===== src/rtl/imem_loader.sv =====
// imem_loader: length-prefixed byte stream to big-endian IMEM word writes.
// Define IMEM_LOADER_CHECKSUM_EN to require a trailing XOR checksum byte.
module imem_loader #(
  parameter logic [31:0] BASE_ADDR = 32'h0000_0000,
  parameter int unsigned MAX_WORDS = 256
) (
  input  logic        clk_i,
  input  logic        rst_i,
  input  logic        start_i,
  input  logic [7:0]  byte_in_i,
  input  logic        byte_valid_i,
  output logic        byte_ready_o,
  output logic        mem_we_o,
  output logic [31:0] mem_addr_o,
  output logic [31:0] mem_wdata_o,
  output logic        cpu_hold_o,
  output logic        done_o,
  output logic        err_o
);

  typedef enum logic [2:0] {
    IDLE, LEN_HI, LEN_LO, DATA, WRITE, CHK, DONE, ERR
  } state_e;

`ifdef IMEM_LOADER_CHECKSUM_EN
  localparam state_e FinState = CHK;
`else
  localparam state_e FinState = DONE;
`endif

  state_e      state_q, state_d;
  logic [15:0] len_q, len_d;
  logic [15:0] idx_q, idx_d;
  logic [1:0]  bcnt_q, bcnt_d;
  logic [31:0] data_q, data_d;
  logic [31:0] addr_q, addr_d;
`ifdef IMEM_LOADER_CHECKSUM_EN
  logic [7:0]  csum_q, csum_d;
`endif

  logic        xfer;
  logic [15:0] len_full;
  logic [15:0] idx_inc;

  assign xfer     = byte_valid_i && byte_ready_o;
  assign len_full = {len_q[15:8], byte_in_i};
  assign idx_inc  = idx_q + 16'd1;

  always_ff @(posedge clk_i) begin
    if (rst_i) begin
      state_q <= IDLE;
      len_q   <= '0;
      idx_q   <= '0;
      bcnt_q  <= '0;
      data_q  <= '0;
      addr_q  <= '0;
`ifdef IMEM_LOADER_CHECKSUM_EN
      csum_q  <= '0;
`endif
    end else begin
      state_q <= state_d;
      len_q   <= len_d;
      idx_q   <= idx_d;
      bcnt_q  <= bcnt_d;
      data_q  <= data_d;
      addr_q  <= addr_d;
`ifdef IMEM_LOADER_CHECKSUM_EN
      csum_q  <= csum_d;
`endif
    end
  end

  always_comb begin
    state_d = state_q;
    len_d   = len_q;
    idx_d   = idx_q;
    bcnt_d  = bcnt_q;
    data_d  = data_q;
    addr_d  = addr_q;
`ifdef IMEM_LOADER_CHECKSUM_EN
    csum_d  = csum_q;
`endif
    unique case (state_q)
      IDLE, DONE, ERR: begin
        if (start_i) begin
          state_d = LEN_HI;
          len_d   = '0;
          idx_d   = '0;
          bcnt_d  = '0;
`ifdef IMEM_LOADER_CHECKSUM_EN
          csum_d  = '0;
`endif
        end
      end
      LEN_HI: begin
        if (xfer) begin
          len_d[15:8] = byte_in_i;
          state_d     = LEN_LO;
        end
      end
      LEN_LO: begin
        if (xfer) begin
          len_d[7:0] = byte_in_i;
          if (len_full == 16'd0)
            state_d = FinState;
          else if (32'(len_full) > MAX_WORDS)
            state_d = ERR;
          else
            state_d = DATA;
        end
      end
      DATA: begin
        if (xfer) begin
          data_d = {data_q[23:0], byte_in_i};
          bcnt_d = bcnt_q + 2'd1;
`ifdef IMEM_LOADER_CHECKSUM_EN
          csum_d = csum_q ^ byte_in_i;
`endif
          if (bcnt_q == 2'd3) begin
            state_d = WRITE;
            addr_d  = BASE_ADDR + {14'd0, idx_q, 2'b00};
          end
        end
      end
      WRITE: begin
        idx_d   = idx_inc;
        state_d = (idx_inc == len_q) ? FinState : DATA;
      end
`ifdef IMEM_LOADER_CHECKSUM_EN
      CHK: begin
        if (xfer)
          state_d = (byte_in_i == csum_q) ? DONE : ERR;
      end
`endif
      default: state_d = IDLE;
    endcase
  end

  // Handshake and status are decoded from the state register only.
  always_comb begin
    byte_ready_o = 1'b0;
    mem_we_o     = 1'b0;
    cpu_hold_o   = 1'b1;
    done_o       = 1'b0;
    err_o        = 1'b0;
    unique case (1'b1)
      (state_q == LEN_HI),
      (state_q == LEN_LO),
      (state_q == DATA),
      (state_q == CHK):   byte_ready_o = 1'b1;
      (state_q == WRITE): mem_we_o     = 1'b1;
      (state_q == DONE): begin
        cpu_hold_o = 1'b0;
        done_o     = 1'b1;
      end
      (state_q == ERR):   err_o        = 1'b1;
      default: ;
    endcase
  end

  assign mem_addr_o  = addr_q;
  assign mem_wdata_o = data_q;

endmodule


===== config.mk =====
export PLATFORM = sky130hd
export DESIGN_NAME = imem_loader
export DESIGN_NICKNAME = d
export VERILOG_FILES = /design/src/rtl/imem_loader.sv
export SDC_FILE = /design/constraint.sdc
export NUM_CORES = 1
export LEC_CHECK = 0
export ABC_AREA = 1
export CORE_MARGIN = 4
export CORE_UTILIZATION = 47
export DETAILED_ROUTE_END_ITERATION = 6
export HOLD_SLACK_MARGIN = 0.08
export PLACE_DENSITY_LB_ADDON = 0.05
export SLEW_MARGIN = 20
export SYNTH_ARGS = -nofsm -noshare
export SYNTH_HDL_FRONTEND = slang
export SYNTH_SLANG_ARGS = --single-unit

===== constraint.sdc =====
create_clock -name clk_i -period 1.8 [get_ports clk_i]
set_input_delay 0.36 -clock clk_i [delete_from_list [all_inputs] [get_ports clk_i]]
set_output_delay 0.36 -clock clk_i [all_outputs]
set_load 0.005 [all_outputs]

======== Word-level counts from Yosys, hierarchy flattened ========
Index checks and enable logic that the tools add are counted.
cells by class
  add/subtract/negate cells ............... 2
  muxes and demuxes ....................... 22
  eq/ne operators ......................... 14
  divide/modulo/power cells ............... 0
  order comparisons ....................... 1
  multiply operators ...................... 0
  shift operators ......................... 0
  reductions and logical operators ........ 16
  bitwise gates (word level) .............. 0
operators by type and width
  kind                                                                              number
  16-bit case mux with 2 select lines                                               1
  8-bit case mux with 2 select lines                                                2
  3-bit 2-to-1 mux                                                                  8
  16-bit by 1-bit adder with 16-bit output, second input constant                   1
  16-bit equality test                                                              1
  16-bit by 9-bit greater-than comparator with 1-bit output, second input constant  1
  16-bit zero test                                                                  1
  16-bit 2-to-1 mux                                                                 1
  3-bit case mux with 5 select lines                                                1
  3-bit equality test, second input constant                                        4
  3-bit AND reduction                                                               4
  2-bit != test, second input constant                                              5
  8-bit 2-to-1 mux                                                                  1
  2-bit nonzero test                                                                4
  3-bit by 2-bit equality test with 1-bit output, second input constant             2
  1-bit 2-to-1 mux                                                                  5
  5-bit AND reduction                                                               1
  2-bit 2-to-1 mux                                                                  2
  2-bit case mux with 2 select lines                                                1
  2-bit AND reduction                                                               2
  4-bit OR reduction                                                                1
  3-bit by 1-bit equality test with 1-bit output, second input constant             1
  3-bit zero test                                                                   1
  3-bit OR reduction                                                                1
  3 further kinds                                                                   3
word-level totals
  bits of input ports ..................... 12
  latch bits .............................. 0
  memory bits (writable) .................. 0
  memories ................................ 0
  ROM bits ................................ 0
  register bits ........................... 85

======== Longest topological paths before layout ========
Gate-level depths: netlist (run 1).
  depth after elaboration ................. 6
  mapped depth ............................ 15
  mapped depth without buffers ............ 15

======== Least setup slack after synthesis (run 1) ========
No wires, ideal clock.
  kind .................................... register to register
  start ................................... register idx_q[0]
  end ..................................... register state_q[0]
  cell stages (with the launch flop) ...... 13
  library setup time ...................... 0.132 ns
  data required time ...................... 1.668 ns
  data arrival time ....................... 1.662 ns
  slack ................................... 0.006 ns
  cells stage by stage .................... dfxtp_1 ha_1 nand2_1 nor2_4 nand3_1 xnor3_1 nand2_1 nor2_1 nand3_1 nand2_1 nand2_1 nand2_1 a21oi_1
on the way
  word-level cells in the longest chain between the ends .. 4
ends and longest elaborated chain
  what                                      line  source
  from (decl)                               33    logic [15:0] idx_q, idx_d;
  from (signal assigned)                    63    idx_q <= idx_d;
  16-bit by 1-bit adder with 16-bit output  47    assign idx_inc = idx_q + 16'd1;
  16-bit equality test                      127   state_d = (idx_inc == len_q) ? FinState : DATA;
  3-bit 2-to-1 mux                          127
  3-bit case mux with 5 select lines        83    unique case (state_q)
  to (signal assigned)                      61    state_q <= state_d;
  to (decl)                                 31    state_e state_q, state_d;
No other way between the ends.
A chain may end at the register's enable or synchronous reset.

======== Worst setup path in the final report (run 1) ========
  start ................................... register idx_q[1]
  end ..................................... register state_q[2]
The elaborated chain is that of the path after synthesis.

==> impl_results.rst, run 1 <==
.. list-table::
   :header-rows: 1

   * - Metric
     - Value
   * - Run status
     - finished with violations
   * - Violations in the final reports
     - negative setup slack
   * - Worst hold slack
     - 463 ps
   * - Part of the cycle the worst path needs
     - 101%
   * - Die Footprint
     - 10400 sq um
   * - Setup CP Type
     - flop to flop
   * - Maximum operating frequency
     - 548 MHz
   * - Cell area after layout
     - 5800 sq um
   * - Sequential cell area
     - 1720 sq um
   * - Hold_sp
     - mem_wdata_o[31]
   * - Clock Path Buffers
     - 2
   * - Endpoint arrival time on the critical path
     - 2110 ps
   * - Detailed-placement wirelength estimate
     - 8830 um
   * - Async set-reset flop share out of synthesis
     - 0%
   * - Most instantiated flip-flop cell in the synthesis netlist
     - sky130_fd_sc_hd__dfxtp_1
   * - Weighted congestion reported at the end of routability-driven placement
     - 0.936
   * - Vias after detailed routing
     - 4384
   * - First-pass detailed-route iteration total
     - 5
   * - Number of DRC markers after the initial detailed-route iteration
     - 186
   * - Critical path startpoint category
     - flop
   * - Number of clock sinks
     - 85
   * - Number of antenna violations at the first check in global routing
     - 1
   * - Width of the chip
     - 102 um
   * - Final antenna diode count
     - 0
   * - Share of post-route cells with drive strength above 1
     - 20.8%
   * - Portion of synthesized cell area occupied by the leading cell type
     - 41.0%
   * - Pre-CTS setup slack
     - -248 ps
   * - Max-slew violations
     - 0
   * - Post-route ant nets
     - 0
   * - RR Endpoint
     - state_q[2]
   * - Layout Area Growth over Synthesis
     - 39.6%
   * - Count of unique library cells instantiated by Yosys
     - 38
   * - Post-CTS clock slew at the launch and capture registers of the worst setup and hold paths
     - 80 ps
   * - Die outline height
     - 102 um
   * - Setup tns final
     - -42.6 ps
   * - Endpoint with the worst hold slack
     - mem_wdata_o[31]
   * - Number of flip-flops and latches in the synthesized netlist
     - 85
   * - Cell taking the most area after synthesis
     - sky130_fd_sc_hd__dfxtp_1
   * - Maximum vdd drop
     - 603 uV
   * - Number of warnings issued by yosys
     - 0
   * - Number of hold buffers added after cts
     - 0
   * - Type of element capturing the critical path
     - flop
   * - Number of instances in the synthesized netlist
     - 604
   * - Post-synthesis instance area
     - 4160 sq um
   * - Net total in the final layout
     - 745
   * - H-tree levels
     - 3
   * - Post-synthesis sequential area ratio
     - 41.0%
   * - Area of the multi-input gates
     - 2260 sq um
   * - GR Overflow Total
     - 0
   * - Minimum period implied by the final worst setup slack
     - 1830 ps
   * - DRC violations left
     - 0
   * - Number of top-level pins
     - 81
   * - Clock latency at the later pin of the worst-skew pair
     - 360 ps
   * - Fill cell count
     - 770
   * - Row count
     - 34
   * - Post-detailed-routing wire length
     - 12200 um
   * - Hold depth
     - 2
   * - FF-to-FF Start
     - idx_q[1]
   * - Count of flip-flops with a built-in enable after synthesis
     - 0
   * - Register-to-register setup slack
     - -30 ps
   * - Mean Syn Cell Area
     - 6.88 sq um
   * - Most frequent cell after synthesis
     - sky130_fd_sc_hd__nand2_1
   * - Combined global-route utilization of all metal layers
     - 24.0%
   * - Setup repair after global routing missed its margin
     - true
   * - Number of global-route vias before repair
     - 4086
   * - Kind of path behind the tightest hold check
     - flop to flop
   * - Number of I/O port buffers
     - 64
   * - Starting utilization of the core area
     - 47.9%
   * - Leakage
     - 0.00233 uW
   * - Pwr per Cell Area
     - 853 nW/um^2
   * - Total power
     - 4950 uW
   * - Required time of the critical path
     - 2090 ps
   * - Post-DR vias/cell
     - 5.20
   * - WL/cell
     - 14.4 um
   * - Setup WS post-layout
     - -25.3 ps
   * - Count of cells along the worst register-to-register path
     - 16
   * - Final-report setup violation count
     - 2
   * - Num CTS Buffers
     - 9
   * - Count of maximum capacitance violations
     - 0
   * - Dpl cell area
     - 5300 sq um
   * - Critical path fanouts, max
     - 5
   * - Clock root buffer master
     - sky130_fd_sc_hd__clkbuf_8
   * - Synth top area cells
     - sky130_fd_sc_hd__dfxtp_1 41%, sky130_fd_sc_hd__nand2_1 16%, sky130_fd_sc_hd__nand3_1 7.3%
   * - Global-route wire length before repair
     - 19700 um
   * - Maximum number of pins on one net before global-route repair
     - 86
   * - Final hold violation count
     - 0
   * - Cell types with the highest counts after synthesis
     - 175 x sky130_fd_sc_hd__nand2_1, 85 x sky130_fd_sc_hd__dfxtp_1, 61 x sky130_fd_sc_hd__nand3_1
   * - Clock tree from TritonCTS
     - yes
   * - Standard cell core area
     - 8680 sq um
   * - Worst setup skew after layout
     - 13.2 ps
## repair_timing
item	CTS	global route
setup endpoints to repair	7	49
pin swaps	11	17
setup buffers	6	5
gates resized for setup	41	28
## where the power goes
part	total (uW)	internal, uW	switching [uW]
Combinational	1400	531	869
Clock	1480	777	698
Sequential	2070	1980	93.5
Total	4950	3290	1660
## flip-flops by register name (all words and copies together), names as in the netlist
name / flops
mem_wdata_o: 32
mem_addr_o: 16
bcnt_q: 2
idx_q: 16
len_q: 16
state_q: 3
## layout make-up
cell class / instances / share of cell area, %
inverters: 57 / 3.69
repair buffers: 137 / 21.7
well taps: 108 / 2.33
flip-flops and latches: 85 / 29.7
multi-input cells: 441 / 39.0
clock buffers: 9 / 2.14
clock inverters: 6 / 1.51
## critical path, cell delays in order, from the launching register on
cell and delay (ps):
sky130_fd_sc_hd__dfxtp_2 370, sky130_fd_sc_hd__buf_6 120, sky130_fd_sc_hd__nand2_4 60, sky130_fd_sc_hd__nor2_8 160, sky130_fd_sc_hd__buf_6 120, sky130_fd_sc_hd__nand2_1 60, sky130_fd_sc_hd__nand3_1 70, sky130_fd_sc_hd__nand2_1 80
sky130_fd_sc_hd__inv_1 50, sky130_fd_sc_hd__nand2_1 50, sky130_fd_sc_hd__nor2_2 120, sky130_fd_sc_hd__nand3_1 80, sky130_fd_sc_hd__nor2_1 90, sky130_fd_sc_hd__nand3_1 80, sky130_fd_sc_hd__nand2_1 80, sky130_fd_sc_hd__nand2_1 60
sky130_fd_sc_hd__a21oi_2 100
## cell families after synthesis
family,Yosys count,share of synthesized area (%)
AOI/OAI and AO/OA,95,13.5
xor gates and xnor gates,4,1.17
adders and majority gates,2,0.602
buffers and inverters,93,10.0
DFF,85,41.0
other,1,0.0902
and+or+nand+nor,324,33.7
## worst max path at each step
stage | slack (ps) | end | from | depth (start not counted)
after floorplan | 6 | state_q[0] | idx_q[0] | 12
after detailed placement | -250 | state_q[2] | byte_in_i[7] | 10
after global routing | -190 | state_q[0] | idx_q[1] | 14
after global placement | -220 | state_q[2] | byte_in_i[0] | 10
after CTS | -40 | state_q[2] | idx_q[0] | 16
final | -30 | state_q[2] | idx_q[1] | 16
## per-layer routing
layer | global-route usage, % | share of wire (%)
met5 | 0 | 0.057
met4 | 8.68 | 1.5
met3 | 3.96 | 7.5
met2 | 38.3 | 48
met1 | 32.9 | 43
## cells in the final DEF (no fill, tap or decap), drive strengths merged
cell / netlist / final
o21bai: 1 / 1
a22oi: 9 / 9
nor2: 67 / 67
bufinv: 0 / 2
dfxtp: 85 / 85
ha: 2 / 2
nand3b: 1 / 1
clkbuf: 13 / 9
nor4: 2 / 2
clkinv: 0 / 3
dlygate4sd2: 0 / 3
conb: 1 / 16
a21o: 1 / 1
a211oi: 14 / 14
buf: 23 / 74
xnor3: 1 / 1
nand4: 8 / 8
nand2: 182 / 182
dlymetal6s2s: 0 / 2
a21oi: 60 / 60
o22ai: 4 / 4
nor3: 1 / 1
xor2: 2 / 2
clkdlybuf4s50: 0 / 58
inv: 57 / 58
a31oi: 1 / 1
or2: 1 / 1
nand3: 62 / 62
o21ai: 4 / 4
a21boi: 1 / 1
xnor2: 1 / 1
## metrics by stage
step                      utilization, %  std cells
final                               66.9        843
after global routing                66.9        843
after CTS                           65.4        838
after global placement              61.0        817
after floorplan                        -        619
after detailed placement            61.0        817
Power figures use the tool's default switching activity.
==> inputs of run 2 (changes only) <==
- ABC_CLOCK_PERIOD_IN_PS: default -> 1800
- HOLD_SLACK_MARGIN: 0.08 -> default
==> results of run 2 <==
Final layout, timing and power as in run 1 (identical DEF).
